**src/rtl/softmax_pkg.sv**
```systemverilog
// Shared widths, constants and state encoding for the softmax back end.
package softmax_pkg;

  localparam int DATA_SIZE      = 16;
  localparam int FRAC_SIZE      = 14;
  localparam int NUMBER_OF_DATA = 10;

  function automatic int sum_width(input int dw, input int n);
    return dw + $clog2(n);
  endfunction

  function automatic int idx_width(input int n);
    return (n > 1) ? $clog2(n) : 1;
  endfunction

  localparam int SUM_SIZE = sum_width(DATA_SIZE, NUMBER_OF_DATA);
  localparam int ONE      = 1 << FRAC_SIZE;

  typedef enum logic [1:0] {
    IDLE    = 2'd0,
    COLLECT = 2'd1,
    DIVIDE  = 2'd2
  } state_e;

endpackage

```
**src/rtl/restoring_divider.sv**
```systemverilog
// Fixed-latency fractional restoring divider: floor(dividend * 2^frac / divisor).
module restoring_divider
  import softmax_pkg::*;
#(
  parameter int data_size = DATA_SIZE,
  parameter int frac_size = FRAC_SIZE,
  parameter int sum_size  = SUM_SIZE
) (
  input  logic                 clock_i,
  input  logic                 reset_i,
  input  logic                 start_i,
  input  logic [data_size-1:0] dividend,
  input  logic [sum_size-1:0]  divisor,
  output logic                 done_o,
  output logic [data_size-1:0] quotient_o
);

  localparam int rw = sum_size + 1;
  localparam int qw = frac_size + 1;
  localparam int cw = $clog2(frac_size + 1);
  localparam logic [data_size-1:0] SAT = data_size'(2 ** frac_size);
  localparam logic [cw-1:0] LAST_STEP = cw'(frac_size);

  logic [rw-1:0]       rem_q, rem_d;
  logic [sum_size-1:0] den_q, den_d;
  logic [qw-1:0]       quo_q, quo_d;
  logic [cw-1:0]       step_q, step_d;
  logic                run_q, run_d;
  logic                done_q, done_d;
  logic                sat_q, sat_d;
  logic                zero_q, zero_d;
  logic [rw-1:0]       shifted;
  logic                ge;

  always_comb begin
    rem_d   = rem_q;
    den_d   = den_q;
    quo_d   = quo_q;
    step_d  = step_q;
    run_d   = run_q;
    sat_d   = sat_q;
    zero_d  = zero_q;
    done_d  = 1'b0;
    // step 0 is the integer bit, so no shift before it
    shifted = (step_q == '0) ? rem_q : {rem_q[rw-2:0], 1'b0};
    ge      = shifted >= {1'b0, den_q};
    if (start_i) begin
      rem_d  = rw'(dividend);
      den_d  = divisor;
      quo_d  = '0;
      step_d = '0;
      run_d  = 1'b1;
      sat_d  = sum_size'(dividend) > divisor;
      zero_d = divisor == '0;
    end else if (run_q) begin
      rem_d  = ge ? shifted - {1'b0, den_q} : shifted;
      quo_d  = {quo_q[qw-2:0], ge};
      step_d = step_q + cw'(1);
      if (step_q == LAST_STEP) begin
        run_d  = 1'b0;
        done_d = 1'b1;
      end
    end
  end

  always_ff @(posedge clock_i) begin
    if (reset_i) begin
      rem_q  <= '0;
      den_q  <= '0;
      quo_q  <= '0;
      step_q <= '0;
      run_q  <= 1'b0;
      done_q <= 1'b0;
      sat_q  <= 1'b0;
      zero_q <= 1'b0;
    end else begin
      rem_q  <= rem_d;
      den_q  <= den_d;
      quo_q  <= quo_d;
      step_q <= step_d;
      run_q  <= run_d;
      done_q <= done_d;
      sat_q  <= sat_d;
      zero_q <= zero_d;
    end
  end

  assign done_o     = done_q;
  assign quotient_o = zero_q ? '0 :
                      sat_q  ? SAT :
                      data_size'(quo_q);

endmodule

```
**src/rtl/softmax_normalize_block.sv**
```systemverilog
// Buffers a frame of exponentials, sums them, then streams Ei / sum.
module softmax_normalize_block
  import softmax_pkg::*;
#(
  parameter int data_size      = DATA_SIZE,
  parameter int frac_size      = FRAC_SIZE,
  parameter int number_of_data = NUMBER_OF_DATA
) (
  input  logic                 clock_i,
  input  logic                 reset_i,
  input  logic                 start_i,
  input  logic                 valid_i,
  input  logic [data_size-1:0] data_i,
  output logic                 busy_o,
  output logic                 valid_o,
  output logic [data_size-1:0] data_o,
  output logic                 done_o
);

  localparam int sum_size = sum_width(data_size, number_of_data);
  localparam int iw       = idx_width(number_of_data);
  localparam logic [iw-1:0] LAST = iw'(number_of_data - 1);

  state_e               state_q, state_d;
  logic [iw-1:0]        count_q, count_d;
  logic [iw-1:0]        index_q, index_d;
  logic [sum_size-1:0]  sum_q, sum_d;
  logic [data_size-1:0] data_q, data_d;
  logic                 valid_q, valid_d;
  logic                 done_q, done_d;
  logic [data_size-1:0] buf_q [number_of_data];

  logic                 wr_en;
  logic                 div_start;
  logic [data_size-1:0] div_dividend;
  logic [sum_size-1:0]  div_divisor;
  logic                 div_done;
  logic [data_size-1:0] div_quot;

  restoring_divider #(
    .data_size (data_size),
    .frac_size (frac_size),
    .sum_size  (sum_size)
  ) u_div (
    .clock_i    (clock_i),
    .reset_i    (reset_i),
    .start_i    (div_start),
    .dividend   (div_dividend),
    .divisor    (div_divisor),
    .done_o     (div_done),
    .quotient_o (div_quot)
  );

  always_comb begin
    state_d      = state_q;
    count_d      = count_q;
    index_d      = index_q;
    sum_d        = sum_q;
    data_d       = data_q;
    valid_d      = 1'b0;
    done_d       = 1'b0;
    wr_en        = 1'b0;
    div_start    = 1'b0;
    div_dividend = buf_q[index_q];
    div_divisor  = sum_q;
    unique case (state_q)
      IDLE: begin
        if (start_i) begin
          state_d = COLLECT;
          count_d = '0;
          sum_d   = '0;
        end
      end
      COLLECT: begin
        if (valid_i) begin
          wr_en   = 1'b1;
          sum_d   = sum_q + sum_size'(data_i);
          count_d = count_q + iw'(1);
          if (count_q == LAST) begin
            // element 0 is still on data_i when the frame holds one item
            state_d      = DIVIDE;
            count_d      = '0;
            index_d      = '0;
            div_start    = 1'b1;
            div_dividend = (count_q == '0) ? data_i : buf_q[0];
            div_divisor  = sum_d;
          end
        end
      end
      DIVIDE: begin
        if (done_q) begin
          state_d = IDLE;
          index_d = '0;
        end else if (div_done) begin
          data_d  = div_quot;
          valid_d = 1'b1;
          if (index_q == LAST) begin
            done_d = 1'b1;
          end else begin
            index_d      = index_q + iw'(1);
            div_start    = 1'b1;
            div_dividend = buf_q[index_d];
          end
        end
      end
      default: state_d = IDLE;
    endcase
  end

  always_ff @(posedge clock_i) begin
    if (reset_i) begin
      state_q <= IDLE;
      count_q <= '0;
      index_q <= '0;
      sum_q   <= '0;
      data_q  <= '0;
      valid_q <= 1'b0;
      done_q  <= 1'b0;
    end else begin
      state_q <= state_d;
      count_q <= count_d;
      index_q <= index_d;
      sum_q   <= sum_d;
      data_q  <= data_d;
      valid_q <= valid_d;
      done_q  <= done_d;
    end
  end

  always_ff @(posedge clock_i) begin
    if (wr_en) buf_q[count_q] <= data_i;
  end

  assign busy_o  = state_q != IDLE;
  assign valid_o = valid_q;
  assign data_o  = data_q;
  assign done_o  = done_q;

endmodule

```
**config.mk**
```make
export PLATFORM = sky130hd
export DESIGN_NAME = softmax_normalize_block
export DESIGN_NICKNAME = d
export VERILOG_FILES = /design/src/rtl/softmax_pkg.sv /design/src/rtl/restoring_divider.sv /design/src/rtl/softmax_normalize_block.sv
export SDC_FILE = /design/constraint.sdc
export NUM_CORES = 1
export LEC_CHECK = 0
export ABC_AREA = 1
export CORE_ASPECT_RATIO = 1.25
export CORE_UTILIZATION = 61
export DETAILED_ROUTE_END_ITERATION = 8
export PLACE_DENSITY = 0.81
export SYNTH_ARGS = -nofsm -noshare
export SYNTH_HDL_FRONTEND = slang
export SYNTH_HIERARCHICAL = 1
export SYNTH_SLANG_ARGS = --single-unit
```
**constraint.sdc**
```tcl
create_clock -name clock_i -period 3.69 [get_ports clock_i]
set_clock_uncertainty 0.05 [all_clocks]
set_input_delay 0.369 -clock clock_i [delete_from_list [all_inputs] [get_ports clock_i]]
set_output_delay 0.369 -clock clock_i [all_outputs]
set_load 0.02 [all_outputs]
```
==> reports/results.ini <==
[synthesis]
yosysWarningCount=6
syn_nets=2305
synth_area_leaders=edfxtp_1, dfxtp_1, nand2_1
ys_seq_area_frac=0.428
syn_inst=2222
synth_seq_cells=276
yosysTopAreaCell=edfxtp_1
synth_area_per_cell_um2=7.49
synth_top_area_share=0.289
syn_area_um2=16600
synth_edf_count=160
synthFlopType=edfxtp_1
async_flop_share=0
synth_cell_type_count=48

[sta]
setup_viol=0
hold_viol=0
finalCritPeriodShare=0.934
setup_ws_ps=243
fmax_ghz=0.290
rsz0062_at_grt=no
period_minus_slack_ps=3450
fin_setup_tns_ps=0
slew_headroom=0.252
worstMarginPinSlew_ps=1120
slew_viol_final=0

[setup_path]
r2r_end=u_div/rem_q[17]
path_delay_family=buffers and inverters
end_kind=flip-flop
r2r-start=state_q[0]
r2r_cells=14
rrSetupSlack_ps=240
cpMostUsedCell=inv_1
max_stage_delay_ps=820
worst-path-max-fanout=23
cp_slowest_cell=nor2_1
cp.required_ps=4120
worstSetupStartpointType=flip-flop
path_cells=inv_1 -> ha_1 -> inv_1 -> nor2_1 -> nand2_2 -> nor2_2 -> buf_4 -> o21a_1 -> nor2_1 -> inv_1 -> buf_4 -> a21oi_1 -> nand2_1 -> inv_1
path_buf_inv=6
critical_path_class=flip-flop to flip-flop
arrival_ps=3880

[clock_tree]
cts_max_level=1
clock_sinks=276
cts-root-buf=clkbuf_16
cts.clk_slew.worst_paths_ps=60
cts_tree=built
cts_buffer_depth=3
postCtsSetupBuffers=0
clk_latency_ps=560
cts_buffers=28

[floorplanning]
die_w_um=150
pin_count=39
design.die.area_um2=27900
coreArea_um2=26800
start_util=0.620
rows=67
dieHeight_um=187

[grt]
grt_pass1_wl_um=76100
antenna_found_initial=0
grtUsageTotal=0.344
grt-ovfl-total=0
grt_pass1_vias=15300
grt_max_degree=66

[drt]
drc=0
dr.pass1.iters=6
vias=15800
wl_um=47900
routedWlPerCell_um=18.3
drt_iter0_markers=1458
ant_nets=0
avgViaCountPerCell=6.03

[placed_design]
portBuffers=38
dp_slack_ps=7.20
gp_congestion=0.997
hpwl_um=32900

[worst_hold_path]
whs_path_depth=4
hold_path.class=primary input to flip-flop
whs_endpoint=u_div/rem_q[16]
min_from=reset_i

[pwr]
pwr-share-comb=0.324
p_switching_w=0.00340
p_seq_frac=0.361
leakagePower_nw=7.65
power.density_nw_per_um2=512
internal_power_w=0.00608
ir_drop_mv=0.355
p_clk_frac=0.315
power.share.switching=0.359

[cells_and_area]
fin_nets=2330
drive_above_1_share=0.0727
register_area_um2=7130
area_growth_pct=11.2
num-fill-cells=2209
n_antenna_cell=0
multiInputGateArea_um2=7920

[job]
drv_cap=0

[outcome]
status=completed

## sequential cells by signal, indices dropped and copies added (netlist names), named ones only
name          cells
u_div/step_q      4
u_div/zero_q      1
u_div/run_q       1
u_div/sat_q       1
done_o            1
valid_o           1
u_div/quo_q      15
u_div/den_q      20
u_div/rem_q      21
index_q           4
count_q           4
sum_q            20
u_div/done_o      1
data_o           16
buf_q           160
state_q           2
## through the flow
stage | total power, W | cell area (µm²) | hold slack, ps | util | std cells
floorplan | 0.00552 | 16600 | 385 | - | 2222
global placement | 0.00634 | 17500 | 402 | 0.653 | 2562
detailed placement | 0.00646 | 17500 | 404 | 0.653 | 2562
CTS | 0.00943 | 18500 | 296 | 0.689 | 2614
global route | 0.00991 | 18500 | 350 | 0.690 | 2614
finish | 0.00948 | 18500 | 320 | 0.690 | 2614
## worst register-to-register path, cell delays in order, from the launching register on
cell and delay, ps:
dfxtp_1 330, inv_1 90, ha_1 210, inv_1 130
nor2_1 80, nand2_2 80, nor2_2 40, buf_4 230
o21a_1 290, nor2_1 820, inv_1 430, buf_4 350
a21oi_1 140, nand2_1 60, inv_1 40
## layout by cell type, fill, tap and decap left out, types with 3 or more instances in the layout
cell,count
o21ai_0,142
nand4_1,39
nand2_2,10
clkbuf_1,3
xnor2_1,8
o21ai_1,14
a21oi_1,190
xor2_1,7
nand2_1,599
nor2_2,11
clkbuf_2,3
inv_2,5
nor2_1,132
edfxtp_1,160
o211ai_1,106
a22oi_1,15
nand3_1,144
nor4_1,3
clkbuf_16,33
o21bai_1,3
nand3b_1,12
dfxtp_1,114
buf_4,70
buf_12,4
ha_1,60
o22ai_1,15
nor3_1,9
a211oi_1,5
clkdlybuf4s50_1,37
inv_1,273
clkinv_2,7
or2_2,3
## layout make-up
cell class,instances,area share
Clock buffer,39,0.0461
Clock inverter,13,0.00730
Inverter,280,0.0568
Multi-Input combinational cell,1549,0.428
Sequential cell,276,0.385
Tap cell,345,0.0233
Timing Repair Buffer,112,0.0530
## metal layers
layer  wire [µm]  GRT usage
met1       17900      0.409
met2       23200      0.594
met3        3970     0.0377
met4        2830      0.203
met5           0          0
## synthesized netlist by cell type (2+ instances only)
cell and count:
a211oi_1 5, a21oi_1 190, a21oi_2 2, a22oi_1 15
and2_1 2, buf_1 2, buf_2 41, buf_4 8
buf_6 4, clkbuf_1 60, clkinv_1 2, dfxtp_1 116
edfxtp_1 160, fa_1 2, ha_1 61, inv_1 274
inv_2 4, nand2_1 599, nand2_2 10, nand3_1 144
nand3_2 2, nand3b_1 12, nand4_1 39, nor2_1 135
nor2_2 8, nor3_1 9, nor4_1 4, o211ai_1 106
o21a_1 2, o21ai_0 142, o21ai_1 14, o21bai_1 3
o22ai_1 15, or2_2 3, xnor2_1 8, xor2_1 7
## logic make-up after synthesis
| group | count (synthesis) | share of synthesized area |
|---|---|---|
| compound gates | 499 | 0.172 |
| xor+xnor | 16 | 0.00887 |
| fa+ha+maj | 63 | 0.0483 |
| buf+inv | 397 | 0.0970 |
| flops | 276 | 0.428 |
| other cells | 1 | 0.000225 |
| simple gates | 970 | 0.245 |
## timing repair
action / in CTS / in global routing
resized for setup: 0 / 1
hold buffers: 0 / 0
endpoints found under the setup margin: 0 / 2
## power by group through the flow
stage / clock, W / sequential, W / combinational (W)
5_1_grt: 0.00313 / 0.00343 / 0.00335
3_5_place_dp: 0 / 0.00349 / 0.00297
2_1_floorplan: 0 / 0.00342 / 0.00210
4_1_cts: 0.00301 / 0.00342 / 0.00300
6_report: 0.00299 / 0.00342 / 0.00307
3_3_place_gp: 0 / 0.00348 / 0.00285
## worst max-delay path by stage
stage,slack [ps],cells after the start,start,endpoint
final,240,14,state_q[0],u_div/rem_q[17]
after global routing,3,14,state_q[0],u_div/rem_q[17]
after CTS,250,19,u_div/step_q[0],u_div/rem_q[16]
after detailed placement,7,20,data_i[0],u_div/sat_q
after global placement,140,20,data_i[0],u_div/sat_q
after floorplan,770,4,state_q[1],buf_q[8][0]
(Power assumes the default switching activity.)
